## config.mk

```make
export PLATFORM = sky130hd
export DESIGN_NAME = core_wbu_top_flat
export DESIGN_NICKNAME = d
export VERILOG_FILES = /design/src/rtl/core_wbu_pkg.sv /design/src/rtl/core_wbu_if.sv /design/src/rtl/core_wbu_wdata_mux.sv /design/src/rtl/core_wbu_top.sv /design/src/flat_wrapper.sv
export SDC_FILE = /design/constraint.sdc
export NUM_CORES = 1
export LEC_CHECK = 0
export ABC_AREA = 1
export BUFFER_PORTS_ARGS = -buffer_cell sky130_fd_sc_hd__buf_2
export CELL_PAD_IN_SITES_DETAIL_PLACEMENT = 2
export CELL_PAD_IN_SITES_GLOBAL_PLACEMENT = 2
export CORE_ASPECT_RATIO = 1.5
export CORE_UTILIZATION = 18
export CTS_CLUSTER_SIZE = 40
export DETAILED_ROUTE_END_ITERATION = 10
export PLACE_DENSITY_LB_ADDON = 0.15
export SYNTH_ARGS = -nofsm -noshare
export SYNTH_HDL_FRONTEND = slang
export SYNTH_SLANG_ARGS = --single-unit
```

## constraint.sdc

```tcl
create_clock -name clk -period 0.95 [get_ports clk]
set_input_delay 0.095 -clock clk [delete_from_list [all_inputs] [get_ports clk]]
set_output_delay 0.095 -clock clk [all_outputs]
set_load 0.005 [all_outputs]
```

## src/rtl/core_wbu_pkg.sv

```systemverilog
// Shared constants for the write-back unit: FSM encodings, source indices/priority, helpers.
package core_wbu_pkg;

  localparam logic [0:0] S_EMPTY = 1'b0;
  localparam logic [0:0] S_FULL  = 1'b1;

  // Source indices double as priority: lower index wins.
  localparam int NUM_SRC    = 5;
  localparam int SRC_ALU    = 0;
  localparam int SRC_IMME   = 1;
  localparam int SRC_PC     = 2;
  localparam int SRC_PC_SEQ = 3;
  localparam int SRC_CSR    = 4;

  localparam logic [63:0] ZERO_WORD = 64'd0;

  function automatic logic multi_hot(input logic [NUM_SRC-1:0] f);
    return |(f & (f - NUM_SRC'(1)));
  endfunction

endpackage

```

## src/rtl/core_wbu_if.sv

```systemverilog
// EXU -> WBU result link: valid/ready handshake plus the result packet fields.
interface core_wbu_if #(
  parameter int XLEN  = 32,
  parameter int IDX_W = 5
);
  logic             valid;
  logic             ready;
  logic [XLEN-1:0]  exu_res;
  logic [XLEN-1:0]  pc;
  logic [XLEN-1:0]  pc_seq;
  logic [XLEN-1:0]  imme;
  logic             alu_valid;
  logic             imme_valid;
  logic             pc_valid;
  logic             pc_seq_valid;
  logic             csr_valid;
  logic [IDX_W-1:0] rd_idx;

  modport master (
    output valid, exu_res, pc, pc_seq, imme,
           alu_valid, imme_valid, pc_valid, pc_seq_valid, csr_valid, rd_idx,
    input  ready
  );

  modport slave (
    input  valid, exu_res, pc, pc_seq, imme,
           alu_valid, imme_valid, pc_valid, pc_seq_valid, csr_valid, rd_idx,
    output ready
  );
endinterface

```

## src/rtl/core_wbu_wdata_mux.sv

```systemverilog
// Fixed-priority write-data select over the result sources, plus any/multi-hot flag detect.
module core_wbu_wdata_mux
  import core_wbu_pkg::*;
#(
  parameter int XLEN = 32
) (
  input  logic [NUM_SRC-1:0]           flags,
  input  logic [NUM_SRC-1:0][XLEN-1:0] src,
  output logic [XLEN-1:0]              wdata,
  output logic                         any,
  output logic                         multi
);

  // Walk from lowest to highest priority so the highest-priority set flag lands last.
  always_comb begin
    wdata = '0;
    for (int i = NUM_SRC - 1; i >= 0; i--) begin
      if (flags[i]) wdata = src[i];
    end
  end

  assign any   = |flags;
  assign multi = multi_hot(flags);

endmodule

```

## src/rtl/core_wbu_top.sv

```systemverilog
// Write-back unit: one-entry holding register between EXU and the GPR write port.
// Optional retired-instruction counter built when WBU_INSTRET_EN is defined.
module core_wbu_top
  import core_wbu_pkg::*;
#(
  parameter int XLEN  = 32,
  parameter int IDX_W = 5
) (
  input  logic             clk,
  input  logic             rstn,
  core_wbu_if.slave        wbu_rx,
  input  logic [XLEN-1:0]  csr_rdata,
  output logic             gpr_wen,
  output logic [IDX_W-1:0] gpr_waddr,
  output logic [XLEN-1:0]  gpr_wdata,
  input  logic             gpr_wready,
  output logic             wbu_commit,
  output logic             wbu_err_multi,
  output logic [63:0]      wbu_instret
);

  typedef struct packed {
    logic             need_wr;
    logic [IDX_W-1:0] waddr;
    logic [XLEN-1:0]  wdata;
  } hold_t;

  logic [0:0]                   state;
  hold_t                        hold;
  hold_t                        hold_nxt;
  logic [NUM_SRC-1:0]           flags;
  logic [NUM_SRC-1:0][XLEN-1:0] src;
  logic [XLEN-1:0]              sel_data;
  logic                         src_any;
  logic                         src_multi;
  logic                         accept;
  logic                         retire;

  always_comb begin
    flags             = '0;
    flags[SRC_ALU]    = wbu_rx.alu_valid;
    flags[SRC_IMME]   = wbu_rx.imme_valid;
    flags[SRC_PC]     = wbu_rx.pc_valid;
    flags[SRC_PC_SEQ] = wbu_rx.pc_seq_valid;
    flags[SRC_CSR]    = wbu_rx.csr_valid;
    src               = '0;
    src[SRC_ALU]      = wbu_rx.exu_res;
    src[SRC_IMME]     = wbu_rx.imme;
    src[SRC_PC]       = wbu_rx.pc;
    src[SRC_PC_SEQ]   = wbu_rx.pc_seq;
    src[SRC_CSR]      = csr_rdata;
  end

  core_wbu_wdata_mux #(.XLEN(XLEN)) u_wdata_mux (
    .flags (flags),
    .src   (src),
    .wdata (sel_data),
    .any   (src_any),
    .multi (src_multi)
  );

  // x0 writes are squashed at capture so the port never sees them.
  always_comb begin
    hold_nxt.need_wr = src_any && (wbu_rx.rd_idx != '0);
    hold_nxt.waddr   = wbu_rx.rd_idx;
    hold_nxt.wdata   = sel_data;
  end

  // Ready looks through a retiring entry so back-to-back packets stream at full rate.
  assign retire       = (state == S_FULL) && (!hold.need_wr || gpr_wready);
  assign wbu_rx.ready = (state == S_EMPTY) || retire;
  assign accept       = wbu_rx.valid && wbu_rx.ready;

  always_ff @(posedge clk or negedge rstn) begin
    if (!rstn) begin
      state         <= S_EMPTY;
      hold          <= '0;
      wbu_commit    <= 1'b0;
      wbu_err_multi <= 1'b0;
    end else begin
      wbu_commit <= retire;
      if (accept) begin
        state <= S_FULL;
        hold  <= hold_nxt;
        if (src_multi) wbu_err_multi <= 1'b1;
      end else if (retire) begin
        state <= S_EMPTY;
      end
    end
  end

  assign gpr_wen   = (state == S_FULL) && hold.need_wr;
  assign gpr_waddr = hold.waddr;
  assign gpr_wdata = hold.wdata;

`ifdef WBU_INSTRET_EN
  logic [63:0] instret_q;

  always_ff @(posedge clk or negedge rstn) begin
    if (!rstn)       instret_q <= '0;
    else if (retire) instret_q <= instret_q + 64'd1;
  end

  assign wbu_instret = instret_q;
`else
  assign wbu_instret = ZERO_WORD;
`endif

endmodule

```

## src/flat_wrapper.sv

```systemverilog
// flat-port wrapper written by rule: the top's interface ports become plain ports
module core_wbu_top_flat import core_wbu_pkg::*;
#(
  parameter int XLEN  = 32,
  parameter int IDX_W = 5
)
  (clk, rstn, csr_rdata, gpr_wen, gpr_waddr, gpr_wdata, gpr_wready, wbu_commit, wbu_err_multi, wbu_instret, wbu_rx_valid, wbu_rx_exu_res, wbu_rx_pc, wbu_rx_pc_seq, wbu_rx_imme, wbu_rx_alu_valid, wbu_rx_imme_valid, wbu_rx_pc_valid, wbu_rx_pc_seq_valid, wbu_rx_csr_valid, wbu_rx_rd_idx, wbu_rx_ready);
  core_wbu_if #(.XLEN(XLEN), .IDX_W(IDX_W)) wbu_rx_i ();
  input  logic clk;
  input  logic rstn;
  input  logic [XLEN-1:0] csr_rdata;
  output logic gpr_wen;
  output logic [IDX_W-1:0] gpr_waddr;
  output logic [XLEN-1:0] gpr_wdata;
  input  logic gpr_wready;
  output logic wbu_commit;
  output logic wbu_err_multi;
  output logic [63:0] wbu_instret;
  input wire logic [$bits(wbu_rx_i.valid)-1:0] wbu_rx_valid;
  input wire logic [$bits(wbu_rx_i.exu_res)-1:0] wbu_rx_exu_res;
  input wire logic [$bits(wbu_rx_i.pc)-1:0] wbu_rx_pc;
  input wire logic [$bits(wbu_rx_i.pc_seq)-1:0] wbu_rx_pc_seq;
  input wire logic [$bits(wbu_rx_i.imme)-1:0] wbu_rx_imme;
  input wire logic [$bits(wbu_rx_i.alu_valid)-1:0] wbu_rx_alu_valid;
  input wire logic [$bits(wbu_rx_i.imme_valid)-1:0] wbu_rx_imme_valid;
  input wire logic [$bits(wbu_rx_i.pc_valid)-1:0] wbu_rx_pc_valid;
  input wire logic [$bits(wbu_rx_i.pc_seq_valid)-1:0] wbu_rx_pc_seq_valid;
  input wire logic [$bits(wbu_rx_i.csr_valid)-1:0] wbu_rx_csr_valid;
  input wire logic [$bits(wbu_rx_i.rd_idx)-1:0] wbu_rx_rd_idx;
  output wire logic [$bits(wbu_rx_i.ready)-1:0] wbu_rx_ready;
  assign wbu_rx_i.valid = wbu_rx_valid;
  assign wbu_rx_i.exu_res = wbu_rx_exu_res;
  assign wbu_rx_i.pc = wbu_rx_pc;
  assign wbu_rx_i.pc_seq = wbu_rx_pc_seq;
  assign wbu_rx_i.imme = wbu_rx_imme;
  assign wbu_rx_i.alu_valid = wbu_rx_alu_valid;
  assign wbu_rx_i.imme_valid = wbu_rx_imme_valid;
  assign wbu_rx_i.pc_valid = wbu_rx_pc_valid;
  assign wbu_rx_i.pc_seq_valid = wbu_rx_pc_seq_valid;
  assign wbu_rx_i.csr_valid = wbu_rx_csr_valid;
  assign wbu_rx_i.rd_idx = wbu_rx_rd_idx;
  assign wbu_rx_ready = wbu_rx_i.ready;
  core_wbu_top #(.XLEN(XLEN), .IDX_W(IDX_W)) u_core (.clk(clk), .rstn(rstn), .wbu_rx(wbu_rx_i), .csr_rdata(csr_rdata), .gpr_wen(gpr_wen), .gpr_waddr(gpr_waddr), .gpr_wdata(gpr_wdata), .gpr_wready(gpr_wready), .wbu_commit(wbu_commit), .wbu_err_multi(wbu_err_multi), .wbu_instret(wbu_instret));
endmodule
```

Yosys cells after proc, flatten, opt, wreduce, memory -nomap -nowiden --
Index checks and enable logic that the tools add are counted.
Storage, ports and cells: memories kept 0, register bits 41, latch bits 0, ROM bits 0, logic and storage cells 28, input bits 174, output and inout bits 105, memory bits (writable) 0
Cells by class: mux-type cells 7, magnitude comparators 0, add/sub/neg operators 1, equality and inequality tests 0, multiply operators 0, shift-type cells 0, divide/modulo/power cells 0, reductions and logical operators 12, bitwise gates (word level) 2
Operators with widths (count):
- 32-bit 2-to-1 mux | 5
- 5-bit OR reduction | 2
- 5-bit bitwise AND | 1
- 5-bit nonzero test | 1
- 5-bit by 1-bit subtractor with 5-bit output, second input constant | 1
- 1-bit logical AND | 4
- 1-bit logical OR | 2
- 1-bit 2-to-1 mux | 2
- 2-bit AND reduction | 1
- 2-bit nonzero test | 1
- 1-bit zero test | 1
- 1-bit NOT | 1

Logic depth before layout (Yosys ltp) --
word-level depth 6, gate-level depth with buffers 7

By module --
Synthesis repeated with hierarchy kept, for this count alone.
Unflattened totals: cell total of the unflattened synthesis 613, area, all modules 3926.3 um^2
By module, submodules not included:
- core_wbu_top | times used 1, cells each 281, seq. area each 1026.0 um^2, area an instance 2366.0 um^2
- core_wbu_wdata_mux | times used 1, cells each 332, seq. area each 0.0 um^2, area an instance 1560.2 um^2

Worst setup path before layout --
OpenSTA, ideal clock, no wires.
path kind reg2reg, start point register u_core.hold[37] (netlist name), end point register u_core.hold (netlist bit u_core.gpr_wdata[16]), slack -131 ps, setup time 121 ps, arrival 960 ps, cell stages (with the launch flop) 7, required time 829 ps, cell sequence dfrtp_1 nand3_2 nand2_4 inv_2 buf_2 nor2_1 a21oi_2
Between the ends: word-level cells in the longest chain between the ends 5
RTL lines:
- from (decl) | line core_wbu_top.sv:29 | hold_t hold;
- from (signal assigned) | line core_wbu_top.sv:84 | hold <= hold_nxt;
- 1-bit zero test | line core_wbu_top.sv:70 | assign retire = (state == S_FULL) && (!hold.need_wr || gpr_wready);
- 1-bit logical OR | line core_wbu_top.sv:70
- 1-bit logical AND | line core_wbu_top.sv:70
- 1-bit logical OR | line core_wbu_top.sv:71 | assign wbu_rx.ready = (state == S_EMPTY) || retire;
- net wbu_rx_ready | line flat_wrapper.sv:30 | output wire logic [$bits(wbu_rx_i.ready)-1:0] wbu_rx_ready;
- 1-bit logical AND | line core_wbu_top.sv:72 | assign accept = wbu_rx.valid && wbu_rx.ready;
The timed path passes the listed nets, and every way through them passes these cells. A chain may end at the register's enable or synchronous reset.

Worst setup path after layout --
start point register u_core.hold[37] (netlist name), end point output gpr_wen
Between the ends: word-level cells in the longest chain between the ends 1
RTL lines:
- 1-bit logical AND | line core_wbu_top.sv:92 | assign gpr_wen = (state == S_FULL) && hold.need_wr;
- to (decl) | line flat_wrapper.sv:12 | output logic gpr_wen;
No other way between the ends.

==> results.sh <==
export IMPL_cp_required_ns=0.85
export IMPL_ir_worst_vdd_uv=702
export IMPL_arrival_ns=1.08
export IMPL_p_sw_share_pct=33.9
export IMPL_crit_fanout=3
export IMPL_fin_nets=984
export IMPL_cts_tree="done"
export IMPL_grt_pass1_wl_mm=27.0
export IMPL_firstDrtPassIters=4
export IMPL_gp_congestion=0.807
export IMPL_combPwrFrac_pct=36.1
export IMPL_finalSetupViolations=42
export IMPL_r2r_setup_slack_ns=-0.21
export IMPL_yosysMostFrequentCell="nand2_1"
export IMPL_pwr_share_clk_pct=30.5
export IMPL_power_frac_seq_pct=33.4
export IMPL_routed_wl_mm=18.5
export IMPL_fp_coreArea_sq_um=21200
export IMPL_fp_dieH_microns=183
export IMPL_hp_class="in -> reg"
export IMPL_cp_slowest_cell="dfrtp_1"
export IMPL_status="complete, but fails checks"
export IMPL_min_path_cells=3
export IMPL_dp_slack_ns=-0.339
export IMPL_root_buffer="clkbuf_16"
export IMPL_finalPower_w=0.00658
export IMPL_synth_edf_count=0
export IMPL_clock_fmax_mhz=849
export IMPL_first_iter_violations=114
export IMPL_powerDensity_nw_per_um2=1230
export IMPL_die_x_microns=123
export IMPL_nFillCells=2651
export IMPL_hold_end="u_core.gpr_waddr[1]$_DFFE_PN0P_"
export IMPL_synthArstFlopShare_pct=100
export IMPL_drv_cap=0
export IMPL_post_route_cells_drive_above_1_share_pct=39.8
export IMPL_initial_core_util_pct=18.5
export IMPL_yosysTopAreaCell="dfrtp_1"
export IMPL_p_sw_w=0.00223
export IMPL_synthCells=613
export IMPL_ys_top_cells_by_count="nand2_1 (152), buf_4 (111), nor2_1 (101)"
export IMPL_r2r_start="u_core.state$_DFFE_PN0P_"
export IMPL_leakage_nw=2.85
export IMPL_fin_crit_sh_pct=124
export IMPL_yosysUniqueCellTypes=19
export IMPL_timing_critical_path_from_type="flip-flop"
export IMPL_dieArea_sq_um=22500
export IMPL_gr_total_overflow=0
export IMPL_grt_max_degree=42
export IMPL_clk_pin_slew_worst_paths_ns=0.07
export IMPL_drc_errors=0
export IMPL_cp_slowest_stage_delay_ns=0.41
export IMPL_maxSlewViolCount=0
export IMPL_timing_final_ws_setup_ns=-0.228
export IMPL_drtAntennaViolNets=0
export IMPL_rows=65
export IMPL_min_from="wbu_rx_rd_idx[1]"
export IMPL_finalHoldViolations=0
export IMPL_ys_seq_area_share_pct=26.1
export IMPL_io_pin_count=279
export IMPL_insertion_delay_ns=0.29
export IMPL_wire_per_inst_microns=17.1
export IMPL_numCtsBuffers=5
export IMPL_track_usage_pct=16.1
export IMPL_synth_seq_cells=41
export IMPL_syn_area_sq_um=3930
export IMPL_crit_type="reg -> out"
export IMPL_crit_path_cell_trace="buf_4, nand2_1, inv_1, buf_2"
export IMPL_grt_pass1_vias=4912
export IMPL_worst_r2r_path_depth=6
export IMPL_num_vias=4496
export IMPL_clkSinkCount=41
export IMPL_synth_area_top_cells="dfrtp_1 (26%), buf_4 (21%), nand2_1 (15%)"
export IMPL_htree_levels=2
export IMPL_syn_to_final_growth_pct=36.5
export IMPL_r2r_end="u_core.gpr_wdata[6]$_DFFE_PN0P_"
export IMPL_via_per_inst=4.16
export IMPL_failed_checks="setup timing"
export IMPL_ctsLongestPathBuffers=2
export IMPL_finalClockSkew_ns=0.00581
export IMPL_critPathCaptureType="primary output"
export IMPL_tns_ns=-6.97
export IMPL_synth_area_per_cell_sq_um=6.42
export IMPL_hpwl_mm=15.6
export IMPL_rsz0062_at_grt="yes"
export IMPL_port_buffers=214
export IMPL_antenna_found_initial=2
export IMPL_fin_crit_ns=1.18
export IMPL_synth_flop_cell="dfrtp_1"
export IMPL_p_int_w=0.00435
export IMPL_synth_top_area_share_pct=26.1
export IMPL_yosys_warnings=0
## registers in the layout (all words and copies together) (netlist names)
name and count:
u_core.gpr_waddr 5, u_core.state 1, u_core.wbu_commit 1, u_core.gpr_wdata 32, u_core.wbu_err_multi 1, u_core.hold 1
## logic make-up (layout without fill, tap and decap cells)
logic type,Yosys count,after routing,share of synthesized area (%)
simple gates,352,352,38.4
buf+inv,151,286,26.6
flops,41,41,26.1
other cells,1,67,0.0953
compound gates,68,68,8.91
## worst max-delay path, delay by kind of cell (launching register included)
| kind | cells | cell delay (ns) |
|---|---|---|
| and+or+nand+nor | 1 | 0.07 |
| DFF | 1 | 0.41 |
| buffers and inverters | 3 | 0.31 |
## cells in the final DEF (no fill, tap or decap), drive strengths merged
| cell type | count |
|---|---|
| buf | 266 |
| clkbuf | 5 |
| inv | 11 |
| dlygate4sd3 | 1 |
| nor2 | 132 |
| clkinvlp | 1 |
| nor3 | 1 |
| nand3 | 66 |
| dfrtp | 41 |
| conb | 64 |
| clkinv | 1 |
| diode | 3 |
| bufinv | 1 |
| a21oi | 64 |
| o21ai | 3 |
| nand2 | 153 |
| a21boi | 1 |
## metrics by stage
stage               instance area, sq um  util, %  hold WS (ns)  instances
detailed placement                  5060     23.8         0.107       1061
floorplan                           4200        -        -0.201        676
global placement                    5060     23.8         0.100       1061
finish                              5370     25.3        0.0360       1082
CTS                                 5310     25.0        0.0220       1073
global route                        5370     25.3        0.0432       1081
## power by group through the flow
stage / sequential (W) / clock, W / combinational [W]
2_1_floorplan: 0.00217 / 0 / 0.00159
3_3_place_gp: 0.00222 / 0 / 0.00223
3_5_place_dp: 0.00224 / 0 / 0.00230
4_1_cts: 0.00222 / 0.00209 / 0.00237
5_1_grt: 0.00223 / 0.00217 / 0.00264
6_report: 0.00220 / 0.00200 / 0.00238
## worst max-delay path by stage
stage / start / to / cells after the start
2_1_floorplan: u_core.hold[37]$_DFFE_PN0P_ / u_core.gpr_wdata[10]$_DFFE_PN0P_ / 6
3_3_place_gp: wbu_rx_alu_valid / u_core.gpr_wdata[12]$_DFFE_PN0P_ / 7
3_5_place_dp: wbu_rx_alu_valid / u_core.gpr_wdata[12]$_DFFE_PN0P_ / 7
4_1_cts: u_core.hold[37]$_DFFE_PN0P_ / gpr_wen / 4
5_1_grt: u_core.hold[37]$_DFFE_PN0P_ / u_core.gpr_wdata[20]$_DFFE_PN0P_ / 6
6_report: u_core.hold[37]$_DFFE_PN0P_ / gpr_wen / 4
## layer usage
metal | share of wire (%) | vias to the layer above | GRT usage (%)
met2 | 56 | 183 | 31.9
met3 | 5.7 | 20 | 2.21
met5 | 0 | - | 0
met1 | 36 | 2127 | 16.9
met4 | 2.2 | 0 | 5.22
li1 | - | 2166 | -
## timing repair
| item | CTS | global route |
|---|---|---|
| pin swaps | 1 | 0 |
| buffers inserted | 3 | 6 |
| endpoints found under the hold margin | 41 | 0 |
| hold buffers | 1 | 0 |
| gates resized for setup | 11 | 2 |
| endpoints found under the setup margin | 43 | 53 |
## cell type report
class / instances / area, sq um / share of cell area (%)
antenna: 3 / 7.51 / 0.140
tap: 268 / 335 / 6.25
timing repair buffer: 267 / 1640 / 30.5
inverter: 11 / 46.3 / 0.862
clock buffer: 5 / 125 / 2.33
multi-input combinational: 484 / 2140 / 39.9
sequential: 41 / 1030 / 19.1
clock inverter: 3 / 46.3 / 0.862
(Power assumes the default switching activity.)
